<file path="src/rtl/alu8_registered.sv">
// ---------------------------------------------------------------------------
// alu8_registered
//   8-bit ALU with one register bank on its outputs. One operation is accepted
//   every cycle. Its result and status flags appear one clock edge after the
//   operands and op code are sampled.
//
// Ports
//   clk_i        system clock; all state updates on the rising edge
//   rst_ni       synchronous active-low reset; clears every output register
//   a_i          operand A (unsigned)
//   b_i          operand B (unsigned); low bits give the shift amount for shifts
//   op_code_i    operation select:
//                  000 ADD, 001 SUB, 010 AND, 011 OR,
//                  100 XOR, 101 CMP, 110 SRL, 111 SLL
//   out_o        registered result
//   carry_out_o  registered carry (ADD) or borrow (SUB, CMP); 0 otherwise
//   c_flag_o     registered compare flag, set when a >= b (CMP only)
//   zero_flag_o  registered flag, set when the registered result is zero
// ---------------------------------------------------------------------------
module alu8_registered #(
  parameter int WIDTH = 8
) (
  input  logic             clk_i,
  input  logic             rst_ni,
  input  logic [WIDTH-1:0] a_i,
  input  logic [WIDTH-1:0] b_i,
  input  logic [2:0]       op_code_i,
  output logic [WIDTH-1:0] out_o,
  output logic             carry_out_o,
  output logic             c_flag_o,
  output logic             zero_flag_o
);

  localparam int ShW = $clog2(WIDTH);

  typedef enum logic [2:0] {
    OpAdd = 3'b000,
    OpSub = 3'b001,
    OpAnd = 3'b010,
    OpOr  = 3'b011,
    OpXor = 3'b100,
    OpCmp = 3'b101,
    OpSrl = 3'b110,
    OpSll = 3'b111
  } op_e;

  op_e             op;
  logic [WIDTH:0]  sum;
  logic [WIDTH:0]  dif;
  logic [ShW-1:0]  shamt;

  logic [WIDTH-1:0] out_d, out_q;
  logic             carry_d, carry_q;
  logic             cflag_d, cflag_q;
  logic             zero_d, zero_q;

  assign op    = op_e'(op_code_i);
  assign shamt = b_i[ShW-1:0];

  // Widening to WIDTH+1 bits lets the top bit act as the carry for ADD.
  // For SUB and CMP it acts as the borrow, which is set exactly when a < b.
  assign sum = {1'b0, a_i} + {1'b0, b_i};
  assign dif = {1'b0, a_i} - {1'b0, b_i};

  // Operation decode. Every op code has an arm, so no X can reach the
  // registers. Carry and compare flags default to 0 for the ops that do not
  // define them.
  always_comb begin
    out_d   = '0;
    carry_d = 1'b0;
    cflag_d = 1'b0;
    case (op)
      OpAdd: begin
        out_d   = sum[WIDTH-1:0];
        carry_d = sum[WIDTH];
      end
      OpSub: begin
        out_d   = dif[WIDTH-1:0];
        carry_d = dif[WIDTH];
      end
      OpAnd: out_d = a_i & b_i;
      OpOr:  out_d = a_i | b_i;
      OpXor: out_d = a_i ^ b_i;
      OpCmp: begin
        out_d   = dif[WIDTH-1:0];
        carry_d = dif[WIDTH];
        cflag_d = ~dif[WIDTH];
      end
      OpSrl: out_d = a_i >> shamt;
      OpSll: out_d = a_i << shamt;
      default: out_d = '0;
    endcase
    zero_d = (out_d == '0);
  end

  // Output register bank. Reset wins over any operation, and it clears
  // zero_flag as well, even though the cleared result is zero.
  always_ff @(posedge clk_i) begin
    if (!rst_ni) begin
      out_q   <= '0;
      carry_q <= 1'b0;
      cflag_q <= 1'b0;
      zero_q  <= 1'b0;
    end else begin
      out_q   <= out_d;
      carry_q <= carry_d;
      cflag_q <= cflag_d;
      zero_q  <= zero_d;
    end
  end

  assign out_o       = out_q;
  assign carry_out_o = carry_q;
  assign c_flag_o    = cflag_q;
  assign zero_flag_o = zero_q;

endmodule

</file>
<file path="config.mk">
export PLATFORM = sky130hd
export DESIGN_NAME = alu8_registered
export DESIGN_NICKNAME = d
export VERILOG_FILES = /design/src/rtl/alu8_registered.sv
export SDC_FILE = /design/constraint.sdc
export NUM_CORES = 1
export LEC_CHECK = 0
export CAP_MARGIN = 20
export CORE_ASPECT_RATIO = 0.7
export CORE_MARGIN = 2
export CORE_UTILIZATION = 50
export DETAILED_ROUTE_END_ITERATION = 6
export PLACE_DENSITY = 0.8
export SLEW_MARGIN = 20
export SYNTH_ARGS = -nofsm -noshare
export SYNTH_HDL_FRONTEND = slang
export SYNTH_SLANG_ARGS = --single-unit
</file>
<file path="constraint.sdc">
create_clock -name clk_i -period 2.9 [get_ports clk_i]
set_clock_uncertainty 0.15 [all_clocks]
set_input_delay 0.29 -clock clk_i [delete_from_list [all_inputs] [get_ports clk_i]]
set_output_delay 0.29 -clock clk_i [all_outputs]
set_load 0.01 [all_outputs]
</file>
==> reports/results.md, run 1 <==
## Drt
- via count of the routed design: 2230
- DR vias/cell: 6.23
- average wire per standard cell: 17.9 um
- number of nets with antenna violations after detailed routing: 0
- violation count after the first detailed-routing iteration: 365
- TritonRoute pass-1 iters: 5
- Total Wirelength: 6410 um
- DRC viols: 0

## Global route
- vias in the first global route: 2060
- initial antenna violation count: 0
- pin count of the biggest net entering global routing: 20
- wire length of the first global-routing pass: 10500 um
- gr usage total: 0.296
- GRT overflow: 0

## Critical path
- Critical Setup Path Class: input pin to flip-flop
- worst path required time: 2900 ps
- kind of capture point of the worst setup path: flip-flop
- sequence of cells on the critical path: clkdlybuf4s50_1 -> inv_1 -> ha_1 -> a21oi_1 -> buf_4 -> o2111ai_1 -> a21o_1 -> a21oi_1 -> mux2i_1 -> nand3_1 -> nor4_2
- CP most frequent cell: sky130_fd_sc_hd__a21oi_1
- data arrival time of the worst path: 2770 ps
- standard cell with the maximum stage delay on the critical path: sky130_fd_sc_hd__clkdlybuf4s50_1
- Largest stage delay, worst path: 490 ps
- CP max FO: 3
- category of the worst setup path launch point: input pin

## Logic synthesis
- part of the Yosys area used for sequential elements: 0.108
- area share of the largest cell type after synthesis: 0.154
- synthesized area per cell: 8.08 sq um
- library cell with the largest summed area after synthesis: sky130_fd_sc_hd__ha_1
- cells taking the most area after synthesis: sky130_fd_sc_hd__ha_1 (15%), sky130_fd_sc_hd__dfxtp_1 (11%), sky130_fd_sc_hd__mux4_2 (6.6%)
- warnings from Yosys: 0
- most frequent cell after synthesis: sky130_fd_sc_hd__inv_1
- syn nets: 300
- instance count of the mapped netlist: 252
- Main synth FF type: sky130_fd_sc_hd__dfxtp_1
- Synth Cell Area: 2040 sq um
- most frequent cells after synthesis: sky130_fd_sc_hd__inv_1 (26), sky130_fd_sc_hd__ha_1 (25), sky130_fd_sc_hd__nor2_1 (24)
- synth unique cells: 59
- Async SR Flop Fraction: 0
- count of flip-flops with a built-in enable after synthesis: 0
- number of flip-flops and latches in the synthesized netlist: 11

## Floorplanning
- Die Ht: 57.4 um
- width of the chip: 80.3 um
- count of boundary I/O pins: 32
- floorplan die area: 4610 sq um
- initial core utilization: 0.519
- placeable core region: 3920 sq um
- # rows: 19

## STA
- measured slew at the worst slew-check pin: 597 ps
- number of hold-slack violations in the final timing report: 0
- maximum clock rate: 361 MHz
- post-route worst setup slack: 126 ps
- clock period minus worst slack: 2770 ps
- Max transition margin: 0.601
- final clock period utilization by the worst path: 0.956
- number of failing setup endpoints in the final timing report: 0
- unrepaired setup endpoints after global routing: false
- max-slew violation total from the final report: 0

## Clocking
- Max H-tree Level: 1
- total clock buffers created by CTS: 3
- Clock transition at path regs: 50 ps
- clk root buf: sky130_fd_sc_hd__clkbuf_8
- TritonCTS clock tree: yes
- number of sinks on the clock net: 11
- quantity of hold-fixing buffers added after cts: 0
- maximum count of clock buffers along a single path: 2

## Final layout
- Area growth, synth to finish: 29.9%
- ANT cells: 0
- final net count: 355
- fraction of layout cells with a size suffix above 1: 0.180

## Place
- Port Buffers: 31
- weighted congestion reported at the end of routability-driven placement: 1.13
- pre-CTS setup slack: -111 ps
- DP HPWL: 5120 um

## Power
- Total Power Consumption: 738 uW
- power density cells: 279 nW/um^2
- Leakage Power: 0.00118 uW
- Worst IR Drop VDD: 0.232 mV

## Run
- Max Cap Viol: 0

## Status
- outcome: finished, final reports clean

## Hold path
- class of the worst hold path: input pin to flip-flop

[final cells by class]
cell class	instances	area, sq um
inverters	27	101
multi-input cells	199	1650
repair buffers	65	566
fillers	323	1280
well taps	52	65.1
flip-flops and latches	11	220
clock buffers	4	45.0
[per-layer routing]
layer / global-route usage / vias up / part of all wire
li1: - / 1042 / -
met5: 0 / - / 0
met1: 0.435 / 1013 / 0.44
met4: 0.0557 / 0 / 0.018
met3: 0.0665 / 18 / 0.12
met2: 0.449 / 157 / 0.42
[metrics by stage]
step                instance area (sq um)  TNS (ps)  hold slack, ps   util  instances
detailed placement                   2580      -141             876  0.658        354
CTS                                  2630         0             651  0.670        358
global placement                     2580     -81.7             874  0.658        354
global route                         2640         0             673  0.674        358
floorplan                            2040         0             262      -        252
finish                               2640         0             662  0.674        358
[registers in the layout, summed over array words and instances, names as in the netlist]
register	cells
c_flag_o	1
out_o	8
zero_flag_o	1
carry_out_o	1
[logic make-up (layout without fill, tap and decap cells)]
logic type | Yosys count | after routing | share of synthesized area
AOI/OAI and AO/OA | 68 | 68 | 0.243
xor gates and xnor gates | 1 | 1 | 0.00430
adders and majority gates | 27 | 27 | 0.173
DFF | 11 | 11 | 0.108
buffers and inverters | 42 | 96 | 0.0916
and+or+nand+nor | 86 | 86 | 0.226
muxes | 17 | 17 | 0.153
[worst max-delay path: cells and delay by family]
family | cells | cell delay (ps)
buf+inv | 3 | 720
fa+ha+maj | 1 | 330
compound gates | 4 | 780
simple gates | 2 | 360
mux | 1 | 280
[where the power goes]
part	switching (uW)	internal (uW)	total (uW)
registers	2.93	165	168
clock network	51.4	96.0	147
logic	221	202	423
[cells in the final DEF, fill, tap and decap left out, drive strengths merged, types with 3 or more instances in the layout]
cell           netlist  final
a21oi               13     13
clkdlybuf4s50        0     31
nor3                 5      5
mux2i                6      6
nor4                 3      3
o211ai               5      5
buf                 12     34
a211oi               4      4
nand3                9      9
a22oi                5      5
a21o                 5      5
o21bai               5      5
mux4                10     10
inv                 26     26
ha                  25     25
nor2b               10     10
clkbuf               3      4
o21ai                7      7
a31oi                5      5
o22ai                5      5
nand2               10     10
dfxtp               11     11
and2                 8      8
nand4                3      3
nor2                25     25
nor3b                3      3
[final timing paths]
kind / startpoint / cells past startpoint / slack, ps / to
worst max-delay path: a_i[1] / 11 / 130 / zero_flag_o$_SDFF_PN0_
worst min-delay path: rst_ni / 2 / 660 / out_o[2]$_SDFF_PN0_
[timing repair]
action | CTS | global route
gates resized for setup | 0 | 3
endpoints found under the setup margin | 0 | 1
setup buffers | 0 | 0
(Power assumes the default switching activity.)
==> run 2: changes to the inputs <==
--- a/config.mk
+++ b/config.mk
@@ -7,11 +7,11 @@
 export LEC_CHECK = 0
 export CAP_MARGIN = 20
 export CORE_ASPECT_RATIO = 0.7
-export CORE_MARGIN = 2
-export CORE_UTILIZATION = 50
+export CORE_UTILIZATION = 55
 export DETAILED_ROUTE_END_ITERATION = 6
-export PLACE_DENSITY = 0.8
+export PLACE_DENSITY = 0.86
 export SLEW_MARGIN = 20
 export SYNTH_ARGS = -nofsm -noshare
 export SYNTH_HDL_FRONTEND = slang
 export SYNTH_SLANG_ARGS = --single-unit
+export TNS_END_PERCENT = 20
==> reports/results.md, run 2 (synthesized netlist as in run 1, its figures left out) <==
## Status
- outcome: finished, final reports clean

## Hold path
- Hold Path End: out_o[5]$_SDFF_PN0_
- class of the worst hold path: input pin to flip-flop
- Hold Startpoint: rst_ni
- hold path cells: 2, unchanged

## Global route
- initial antenna violation count: 0, unchanged
- wire length of the first global-routing pass: 10400 um, -0.98%
- GR met2 Demand/Resource: 0.557, +0.108
- global routing usage on met3: 0.0781, +0.0116
- pin count of the biggest net entering global routing: 20, unchanged
- GR peak layer: met2
- vias in the first global route: 2091, +1.5%
- met1 track demand over resource in global routing: 0.497, +0.0619
- GRT overflow: 0, unchanged
- gr usage total: 0.356, +0.0600

## Clocking
- Clock transition at path regs: 60 ps, about the same
- Max H-tree Level: 1, unchanged
- clk root buf: sky130_fd_sc_hd__clkbuf_8
- TritonCTS clock tree: yes
- # resized after CTS: 0, unchanged
- maximum count of clock buffers along a single path: 2, unchanged
- number of sinks on the clock net: 11, unchanged
- number of buffers added for setup after CTS: 0, unchanged
- total clock buffers created by CTS: 3, unchanged
- quantity of hold-fixing buffers added after cts: 0, unchanged

## Final layout
- Area growth, synth to finish: 30.8%
- final net count: 359, +1.1%
- fraction of layout cells with a size suffix above 1: 0.194, +0.0138
- post-route non-filler standard cell count: 360, +0.56%
- ANT cells: 0, unchanged
- commonest cells after routing, fill and taps aside: sky130_fd_sc_hd__buf_4 (38), sky130_fd_sc_hd__clkdlybuf4s50_1 (31), sky130_fd_sc_hd__inv_1 (26)
- Fillers: 269, -17%
- max FFs per register: 8, unchanged
- most common library cell in the layout ignoring fill and taps: sky130_fd_sc_hd__buf_4

## STA
- clock period minus worst slack: 2790 ps, +12.5 ps
- number of hold-slack violations in the final timing report: 0, unchanged
- worst hold-check slack: 679 ps, +17.1 ps
- maximum clock rate: 359 MHz, -0.45%
- number of failing setup endpoints in the final timing report: 0, unchanged
- measured slew at the worst slew-check pin: 502 ps, -95.4 ps
- final setup TNS: 0 ps, unchanged
- Max transition margin: 0.663, +0.0619
- max-slew violation total from the final report: 0, unchanged
- final clock period utilization by the worst path: 0.961, +0.00433

## Critical path
- category of the worst setup path launch point: input pin
- Critical Setup Path Class: input pin to flip-flop
- cell family with most CP delay: compound AO/OA/AOI/OAI gates
- sequence of cells on the critical path: clkdlybuf4s50_1 -> inv_1 -> ha_1 -> a21oi_2 -> buf_4 -> o2111ai_1 -> a21o_1 -> a21oi_1 -> mux2i_1 -> nand3_1 -> nor4_2
- worst path required time: 2890 ps, about the same
- kind of capture point of the worst setup path: flip-flop
- standard cell with the maximum stage delay on the critical path: sky130_fd_sc_hd__clkdlybuf4s50_1
- Largest stage delay, worst path: 490 ps, about the same
- data arrival time of the worst path: 2780 ps, about the same
- CP max FO: 3, unchanged
- Bufs and invs on worst path: 3, unchanged

## Place
- weighted congestion reported at the end of routability-driven placement: 1.01, -10%
- Port Buffers: 31, unchanged
- dpl cells: 356, +0.56%
- DP HPWL: 5150 um, +0.50%

## Run
- Max Cap Viol: 0, unchanged

## Floorplanning
- count of boundary I/O pins: 32, unchanged
- width of the chip: 74.7 um, -6.9%
- floorplan die area: 3950 sq um, -14%
- initial core utilization: 0.576, +0.0567
- placeable core region: 3540 sq um, -9.9%
- # rows: 18, -1
- Die Ht: 52.9 um, -7.8%

## Drt
- via count of the routed design: 2286, +2.5%
- DR vias/cell: 6.35, +1.9%
- number of nets with antenna violations after detailed routing: 0, unchanged
- violation count after the first detailed-routing iteration: 357, -2.2%
- TritonRoute pass-1 iters: 5, unchanged
- Total Wirelength: 6560 um, +2.4%
- average wire per standard cell: 18.2 um, +1.8%
- DRC viols: 0, unchanged

## Power
- Worst IR Drop VDD: 0.261 mV, +12%
- power density cells: 282 nW/um^2, +1.1%
- Leakage Power: 0.00120 uW, +1.4%

## run 2: routing by layer
metal	up-vias	wire, um
met5	-	0
met2	164	2930
met3	13	756
met4	0	83
met1	1063	2780
li1	1046	-
## run 2: through the flow
step	setup WS, ps	power [uW]	area [sq um]	util
floorplan	381	410	2040	-
global placement	-76.8	572	2610	0.738
detailed placement	-136	581	2610	0.738
CTS	17.3	736	2650	0.751
global route	-8.42	794	2660	0.753
finish	114	752	2660	0.753
## run 2: how the worst max path moves through the flow
stage | start | endpoint | cells past startpoint
finish | b_i[1] | zero_flag_o$_SDFF_PN0_ | 11
global route | b_i[1] | zero_flag_o$_SDFF_PN0_ | 11
CTS | a_i[0] | zero_flag_o$_SDFF_PN0_ | 11
detailed placement | a_i[0] | zero_flag_o$_SDFF_PN0_ | 11
global placement | a_i[0] | zero_flag_o$_SDFF_PN0_ | 11
floorplan | b_i[1] | zero_flag_o$_SDFF_PN0_ | 11
## run 2: cell type report
| cell class | count | area (sq um) | area share |
|---|---|---|---|
| clock buffer | 4 | 45.0 | 0.0169 |
| inverter | 27 | 101 | 0.0381 |
| tap | 50 | 62.6 | 0.0235 |
| timing repair buffer | 69 | 596 | 0.224 |
| sequential | 11 | 220 | 0.0827 |
| multi-input combinational | 199 | 1640 | 0.615 |
## run 2: where the power goes
group | internal (uW) | total (uW) | switching (uW) | leakage [uW]
Combinational | 205 | 428 | 222 | 0.00108
Clock | 96.5 | 156 | 59.0 | 0.0000228
Sequential | 165 | 168 | 3.75 | 0.0000907
Total | 466 | 752 | 285 | 0.00120
